[config.mk]
export PLATFORM = sky130hd
export DESIGN_NAME = fifo_rd_arbiter
export DESIGN_NICKNAME = d
export VERILOG_FILES = /design/src/rtl/fifo_arb_pkg.sv /design/src/rtl/fifo_rd_arbiter_rr_pick.sv /design/src/rtl/fifo_rd_arbiter.sv
export SDC_FILE = /design/constraint.sdc
export NUM_CORES = 1
export LEC_CHECK = 0
export BUFFER_PORTS_ARGS = -buffer_cell sky130_fd_sc_hd__buf_2
export CORE_ASPECT_RATIO = 0.8
export CORE_MARGIN = 2
export CORE_UTILIZATION = 48
export CTS_CLUSTER_SIZE = 25
export DETAILED_ROUTE_END_ITERATION = 8
export PLACE_DENSITY = 0.8
export SLEW_MARGIN = 5
export SYNTH_ARGS = -nofsm -noshare
export SYNTH_HDL_FRONTEND = slang
export SYNTH_SLANG_ARGS = --single-unit
[constraint.sdc]
create_clock -name r_clk -period 4.3 [get_ports r_clk]
set_input_delay 0.86 -clock r_clk [delete_from_list [all_inputs] [get_ports r_clk]]
set_output_delay 0.86 -clock r_clk [all_outputs]
set_load 0.02 [all_outputs]
[src/rtl/fifo_arb_pkg.sv]
// ============================================================================
//  Module      : fifo_arb_pkg
//  Description : Shared types and helpers for the FIFO read-side arbiter.
//  Revision    : 1.0 - initial release
// ============================================================================
`default_nettype none

package fifo_arb_pkg;

    typedef enum logic {
        IDLE  = 1'b0,
        BURST = 1'b1
    } arb_state_t;

    // Modulo increment; written as a compare so non-power-of-2 channel counts wrap correctly.
    function automatic int unsigned rr_next(input int unsigned idx, input int unsigned n);
        return ((idx + 32'd1) >= n) ? 32'd0 : (idx + 32'd1);
    endfunction

endpackage

`default_nettype wire

[src/rtl/fifo_rd_arbiter_rr_pick.sv]
// ============================================================================
//  Module      : rr_pick
//  Description : Combinational rotate-priority encoder. It returns the first
//                requesting index found when scanning upward from base.
//  Revision    : 1.0 - initial release
// ============================================================================
`default_nettype none

module rr_pick
    import fifo_arb_pkg::*;
#(
    parameter int NUM_CH = 4,
    parameter int CH_W   = $clog2(NUM_CH)
) (
    input  logic [NUM_CH-1:0] req,
    input  logic [CH_W-1:0]   base,
    output logic [CH_W-1:0]   pick,
    output logic              pick_vld
);

    int unsigned w_idx;

    always_comb begin
        w_idx    = 32'(base);
        pick     = '0;
        pick_vld = 1'b0;
        for (int k = 0; k < NUM_CH; k++) begin
            if (!pick_vld && req[CH_W'(w_idx)]) begin
                pick     = CH_W'(w_idx);
                pick_vld = 1'b1;
            end
            w_idx = rr_next(w_idx, NUM_CH);
        end
    end

endmodule

`default_nettype wire

[src/rtl/fifo_rd_arbiter.sv]
// ============================================================================
//  Module      : fifo_rd_arbiter
//  Description : Weighted round-robin drain of NUM_CH async-FIFO read ports
//                into a single valid/ready stream with a registered output.
//  Revision    : 1.0 - initial release
// ============================================================================
`default_nettype none

module fifo_rd_arbiter
    import fifo_arb_pkg::*;
#(
    parameter int NUM_CH    = 4,
    parameter int DATA_SIZE = 8,
    parameter int MAX_BURST = 4,
    parameter int CH_W      = $clog2(NUM_CH)
) (
    input  logic                          r_clk,
    input  logic                          r_rst,
    input  logic [NUM_CH-1:0]             ch_empty,
    input  logic [NUM_CH*DATA_SIZE-1:0]   ch_rdata,
    output logic [NUM_CH-1:0]             ch_ren,
    output logic                          m_valid,
    output logic [DATA_SIZE-1:0]          m_data,
    output logic [CH_W-1:0]               m_ch,
    input  logic                          m_ready,
    output logic [CH_W-1:0]               grant_ch,
    output logic                          busy
);

    localparam logic [0:0] c_ST_IDLE  = 1'(IDLE);
    localparam logic [0:0] c_ST_BURST = 1'(BURST);

    localparam int                    c_BEAT_W    = $clog2(MAX_BURST + 1);
    localparam logic [c_BEAT_W-1:0]   c_LAST_BEAT = c_BEAT_W'(MAX_BURST - 1);

    logic [0:0]           r_state;
    logic [CH_W-1:0]      r_rr_ptr;
    logic [CH_W-1:0]      r_grant;
    logic [c_BEAT_W-1:0]  r_beat_cnt;
    logic                 r_m_valid;
    logic [DATA_SIZE-1:0] r_m_data;
    logic [CH_W-1:0]      r_m_ch;

    logic [CH_W-1:0]      w_pick;
    logic                 w_pick_vld;
    logic                 w_slot_free;
    logic                 w_pop;
    logic [CH_W-1:0]      w_pop_ch;
    logic [DATA_SIZE-1:0] w_pop_data;
    logic [CH_W-1:0]      w_pick_next;
    logic [CH_W-1:0]      w_grant_next;
    logic [DATA_SIZE-1:0] w_ch_word [NUM_CH];

    genvar gi;
    generate
        for (gi = 0; gi < NUM_CH; gi++) begin : g_unpack
            assign w_ch_word[gi] = ch_rdata[gi*DATA_SIZE +: DATA_SIZE];
        end
    endgenerate

    rr_pick #(
        .NUM_CH (NUM_CH),
        .CH_W   (CH_W)
    ) u_rr_pick (
        .req      (~ch_empty),
        .base     (r_rr_ptr),
        .pick     (w_pick),
        .pick_vld (w_pick_vld)
    );

    assign w_slot_free  = !r_m_valid || m_ready;
    assign w_pick_next  = CH_W'(rr_next(32'(w_pick), NUM_CH));
    assign w_grant_next = CH_W'(rr_next(32'(r_grant), NUM_CH));

    // Pop decision is combinational so the head word lands in the output register on the pop edge.
    always_comb begin
        w_pop    = 1'b0;
        w_pop_ch = r_grant;
        case (r_state)
            c_ST_IDLE: begin
                if (w_pick_vld && w_slot_free) begin
                    w_pop    = 1'b1;
                    w_pop_ch = w_pick;
                end
            end
            default: begin
                if (!ch_empty[r_grant] && w_slot_free) begin
                    w_pop = 1'b1;
                end
            end
        endcase
        if (!r_rst) begin
            w_pop = 1'b0;
        end
    end

    assign w_pop_data = w_ch_word[w_pop_ch];

    always_comb begin
        ch_ren = '0;
        if (w_pop) begin
            ch_ren[w_pop_ch] = 1'b1;
        end
    end

    always_ff @(posedge r_clk) begin
        if (!r_rst) begin
            r_m_valid <= 1'b0;
            r_m_data  <= '0;
            r_m_ch    <= '0;
        end else if (w_pop) begin
            r_m_valid <= 1'b1;
            r_m_data  <= w_pop_data;
            r_m_ch    <= w_pop_ch;
        end else if (m_ready) begin
            r_m_valid <= 1'b0;
        end
    end

    always_ff @(posedge r_clk) begin
        if (!r_rst) begin
            r_state    <= c_ST_IDLE;
            r_rr_ptr   <= '0;
            r_grant    <= '0;
            r_beat_cnt <= '0;
        end else begin
            case (r_state)
                c_ST_IDLE: begin
                    if (w_pop) begin
                        r_grant    <= w_pick;
                        r_beat_cnt <= c_BEAT_W'(1);
                        if (MAX_BURST > 1) begin
                            r_state <= c_ST_BURST;
                        end else begin
                            r_rr_ptr <= w_pick_next;
                        end
                    end
                end
                default: begin
                    // An empty granted channel releases the grant; the bubble cycle is intentional.
                    if (ch_empty[r_grant]) begin
                        r_state  <= c_ST_IDLE;
                        r_rr_ptr <= w_grant_next;
                    end else if (w_slot_free) begin
                        r_beat_cnt <= r_beat_cnt + c_BEAT_W'(1);
                        if (r_beat_cnt == c_LAST_BEAT) begin
                            r_state  <= c_ST_IDLE;
                            r_rr_ptr <= w_grant_next;
                        end
                    end
                end
            endcase
        end
    end

    assign m_valid  = r_m_valid;
    assign m_data   = r_m_data;
    assign m_ch     = r_m_ch;
    assign grant_ch = r_grant;
    assign busy     = (r_state == c_ST_BURST);

endmodule

`default_nettype wire

==> flow_summary.ini, run 1 <==
[outcome]
status = finished, final reports clean

[cells_and_area]
layout.nets = 257
antenna_cells = 0
fin_cells = 250
layout.cells.most_common = buf_2
syn_to_final_growth_pct = 23.6
fillerInstances = 241
drive_gt1_share_pct = 34.0
layout_common_cells = buf_2 (56), mux2i_1 (21), dfxtp_1 (19), nand2_1 (16), nor2_1 (14)

[worst_setup_path]
crit_type = flop to output pin
path_max_fanout = 10
arrival_ns = 3.07
cp-end-kind = output pin
setup.worst_path.start_class = flop
worst_ep_required_time_ns = 3.44

[global_routing]
grt-ovfl-total = 0
grt_max_degree = 13
grt_pass1_vias = 1231
grt_use_total_pct = 20.1
antenna_found_initial = 0
grt_pass1_wl_mm = 5.31

[route]
dr.pass1.iters = 4
vias_per_cell = 5.42
drt-total-wl_mm = 3.22
vias = 1354
ant_nets = 0
drc = 0
wire_per_inst_um = 12.9
drt_iter0_drc = 54

[power]
cellPowerDensity_mw_per_mm2 = 507
p_total_mw = 0.856
p_leak_nw = 0.858
vdd_drop_max_uv = 323

[yosys]
netlist_instances = 157
synth_top_area_share_pct = 27.8
synth.net_count = 201
yosys_warnings = 0
ys_seq_area_share_pct = 27.8
synth.largest_area_cell = dfxtp_1
mappedNetlistArea_mm2 = 0.00137
ys_ff_latch = 19
ys_types = 42
syn_avg_cell_area_um2 = 8.70
ys_top_cells_by_area = dfxtp_1 (28%), mux2i_1 (15%), ha_1 (4.6%)

[place]
place_congestion = 0.791
hpwl_mm = 2.55
place_inst = 246
portBuffers = 56

[timing]
finalSetupTns_ns = 0
skew_ns = 0.00191
slew_headroom_pct = 57.8
tightest_slew_ns = 0.630
period_needed_ns = 3.93
fmax_mhz = 255
setup_violations = 0
holdWs_ns = 0.444
rsz0062_at_grt = no
hold_viol_final = 0
fin_crit_sh_pct = 91.3
slew_violations = 0

[floorplan]
die_x_um = 63.7
start_util_pct = 49.8
die_h_um = 51.7
ioPinCount = 57
core-area_mm2 = 0.00274
rows = 17
die_area_mm2 = 0.00329

[hold_path]
hp-class = flop to flop

[cts]
cts_buffers = 3
post_cts_resize_count = 0
cts_tree = done
root_buffer = clkbuf_4
clkTransAtPathRegs_ns = 0.10
post_cts_buffers = 0
clock_path_buffers = 2
htreeDepth = 1
hold_buffers = 0
clkSinkCount = 19
clk-insertion-delay-late_ns = 0.29

[run]
max_cap_viol_count = 0
==> state kept, by name, indices dropped and copies added, names as in the netlist <==
signal      count
r_beat_cnt      3
m_valid         1
m_data          8
m_ch            2
grant_ch        2
r_rr_ptr        2
busy            1
==> where the power goes <==
group / total (mW) / switching, mW / internal (mW)
registers: 0.260 / 0.0327 / 0.227
logic: 0.507 / 0.290 / 0.217
clock network: 0.0892 / 0.0531 / 0.0361
total: 0.856 / 0.376 / 0.480
==> per-layer routing <==
metal  share of wire [%]  vias up  global-route usage (%)
li1                    -      689                       -
met1                  48      633                    26.5
met2                  47       30                    33.9
met3                 4.2        2                    4.98
met4                0.37        0                    3.99
met5                   0        -                       0
==> synth_stat cells <==
cell type   n
mux4_2      2
o2bb2ai_1   1
a211oi_1    1
o41a_4      1
a21oi_1     6
o32a_1      1
nor2_1     14
mux2i_1    21
a21o_1      2
a21oi_2     1
o211a_1     1
nand3_1     2
o211ai_1    3
o41ai_1     1
and2b_1     1
a32o_1      1
dfxtp_1    19
ha_1        5
buf_6       2
inv_1       5
a2bb2oi_1   6
o31ai_1     2
o21ai_0    10
nor3_1      2
a31oi_1     1
a22oi_1     1
and2_1      1
o22ai_1     2
nor2b_1     4
buf_2       3
or3_1       3
nand2b_1    3
nand2_1    16
a21bo_2     2
or2_1       1
a211o_1     2
nand3_2     2
nor4b_1     1
clkinv_1    1
buf_4       2
o21ai_2     1
or2_2       1
==> cell families (layout without fill, tap and decap cells) <==
logic type	Yosys count	count (layout)	synth area share (%)
and+or+nand+nor	51	51	18.3
AOI/OAI and AO/OA	46	46	25.1
muxes	23	23	18.7
DFF	19	19	27.8
buffers and inverters	13	68	5.49
adders and majority gates	5	5	4.58
==> through the flow <==
step	setup slack [ns]	area [um2]	util [%]
after floorplan	0.803	1370	-
after global placement	0.664	1660	60.6
after detailed placement	0.613	1660	60.6
after CTS	0.376	1690	61.6
after global routing	0.0639	1690	61.6
final	0.373	1690	61.6
==> final timing paths <==
check	to	start	cells past startpoint	slack (ns)
min reg2reg	m_ch[0]	m_ch[0]	2	0.44
max	ch_ren[0]	r_rr_ptr[1]	8	0.37
min	m_ch[0]	m_ch[0]	2	0.44
max reg2reg	m_data[4]	r_rr_ptr[0]	11	1.18
==> cell type report <==
type,count,area [um2],area share (%)
Clock buffer,4,26.3,1.56
Tap cell,38,47.5,2.81
Sequential cell,19,380,22.5
Multi-Input combinational cell,125,917,54.3
Timing Repair Buffer,58,295,17.5
Inverter,6,22.5,1.33
==> critical path, cell delays in order (launching register included) <==
cell	delay (ns)
dfxtp_1	0.38
ha_1	0.53
mux4_2	0.59
inv_1	0.13
o41a_4	0.17
nand3_2	0.13
or3_1	0.53
nor2b_1	0.14
buf_2	0.16
Note: power is estimated with default switching activity, not from simulation.
==> run 2, diff against run 1 <==
--- a/config.mk
+++ b/config.mk
@@ -12,6 +12,7 @@
 export CTS_CLUSTER_SIZE = 25
 export DETAILED_ROUTE_END_ITERATION = 8
 export PLACE_DENSITY = 0.8
+export REMOVE_ABC_BUFFERS = 1
 export SLEW_MARGIN = 5
 export SYNTH_ARGS = -nofsm -noshare
 export SYNTH_HDL_FRONTEND = slang
==> flow_summary.ini, run 2 (same netlist as run 1, synthesis figures left out) <==
[worst_setup_path]
cp-end-kind = output pin
cpMaxStageDelayCell = mux4_2
arrival_ns = 3.15
crit_type = flop to output pin
worst_ep_required_time_ns = 3.44
reg2reg_setup_slack_ns = 1.08
path_max_fanout = 10
cpMostUsedCell = inv_1
critPathMaxStageDelay_ns = 0.58
cpLargestDelayFamily = simple AND/OR/NAND/NOR gates
worstPathCellList = inv_1 -> ha_1 -> mux4_2 -> inv_1 -> o41a_4 -> nand3_2 -> or3_1 -> nor2b_1 -> buf_2
worst-path-buf-inv = 3
setup.worst_path.start_class = flop

[global_routing]
antenna_found_initial = 0
grt_pass1_wl_mm = 5.23
grt_pass1_vias = 1136
grt-ovfl-total = 0
grt_max_degree = 13
grt_use_total_pct = 20.4

[power]
cellPowerDensity_mw_per_mm2 = 514
p_total_mw = 0.870
p_leak_nw = 0.853
vdd_drop_max_uv = 286

[cts]
clkSinkCount = 19
root_buffer = clkbuf_4
post_cts_buffers = 0
post_cts_resize_count = 0
clock_path_buffers = 2
cts_tree = done
htreeDepth = 1
cts_buffers = 3
clk-insertion-delay-late_ns = 0.31
clkTransAtPathRegs_ns = 0.12
hold_buffers = 0

[floorplan]
start_util_pct = 49.8
core-area_mm2 = 0.00274
die_x_um = 63.7
die_area_mm2 = 0.00329
ioPinCount = 57
die_h_um = 51.7
rows = 17

[place]
placed_cell_area_mm2 = 0.00166
place_ws_ns = 0.539
place_congestion = 0.843
hpwl_mm = 2.55
portBuffers = 56

[timing]
slew_headroom_pct = 61.2
setup_violations = 0
finalSetupTns_ns = 0
rsz0062_at_grt = no
tightest_slew_ns = 0.578
holdWs_ns = 0.445
skew_ns = 0.00675
fin_crit_sh_pct = 93.3
period_needed_ns = 4.01
worst_slack_ns = 0.289
slew_violations = 0
hold_viol_final = 0
fmax_mhz = 249

[cells_and_area]
layout.nets = 256
layout.cells.most_common = buf_2
largest_register_ffs = 8
drive_gt1_share_pct = 35.1
syn_to_final_growth_pct = 23.8
post-route-cell-area_mm2 = 0.00169
antenna_cells = 0
layout_common_cells = buf_2 (56), mux2i_1 (21), dfxtp_1 (18), nand2_1 (16), nor2_1 (14)

[hold_path]
hp-class = flop to flop

[outcome]
status = finished, final reports clean

[route]
vias = 1339
wire_per_inst_um = 13.2
drt-total-wl_mm = 3.29
vias_per_cell = 5.38
drt_iter0_drc = 42
drc = 0
dr.pass1.iters = 4
ant_nets = 0

[run]
max_cap_viol_count = 0
run 2: path summary, 6_finish.rpt:
check                                  from         to  cells after the start
worst min-delay path                m_ch[0]    m_ch[0]                      2
worst max-delay path            r_rr_ptr[0]  ch_ren[0]                      9
worst max register to register  r_rr_ptr[0]  m_data[1]                     11
worst min register to register      m_ch[0]    m_ch[0]                      2
run 2: power by group:
| group | switching, mW | total, mW | internal (mW) |
|---|---|---|---|
| Combinational | 0.291 | 0.506 | 0.216 |
| Clock | 0.0624 | 0.0979 | 0.0355 |
| Sequential | 0.0380 | 0.266 | 0.228 |
| Total | 0.391 | 0.870 | 0.479 |
run 2: cell type report:
cell class / instances / area, um2
fill: 248 / 1050
multi-input combinational: 125 / 922
sequential: 19 / 382
timing repair buffer: 57 / 288
tap: 38 / 47.5
clock buffer: 3 / 22.5
inverter: 6 / 22.5
clock inverter: 1 / 7.51
run 2: per-layer routing:
| layer | GRT usage, % | wire length (um) |
|---|---|---|
| met1 | 27.2 | 1510 |
| met2 | 33.0 | 1550 |
| met3 | 5.63 | 201 |
| met4 | 4.71 | 23 |
| met5 | 0 | 0 |
run 2: metrics by stage:
step                utilization [%]  cells
CTS                            61.4    249
global placement               60.3    245
floorplan                         -    150
global route                   61.7    249
detailed placement             60.3    245
finish                         61.7    249
run 2: worst register-to-register path, delay by kind of cell (launching register included):
family          cells  cell delay, ns
flops               1            0.45
buf+inv             2            0.37
mux                 1            0.22
fa+ha+maj           1            0.51
simple gates        1            0.30
compound gates      6            1.27
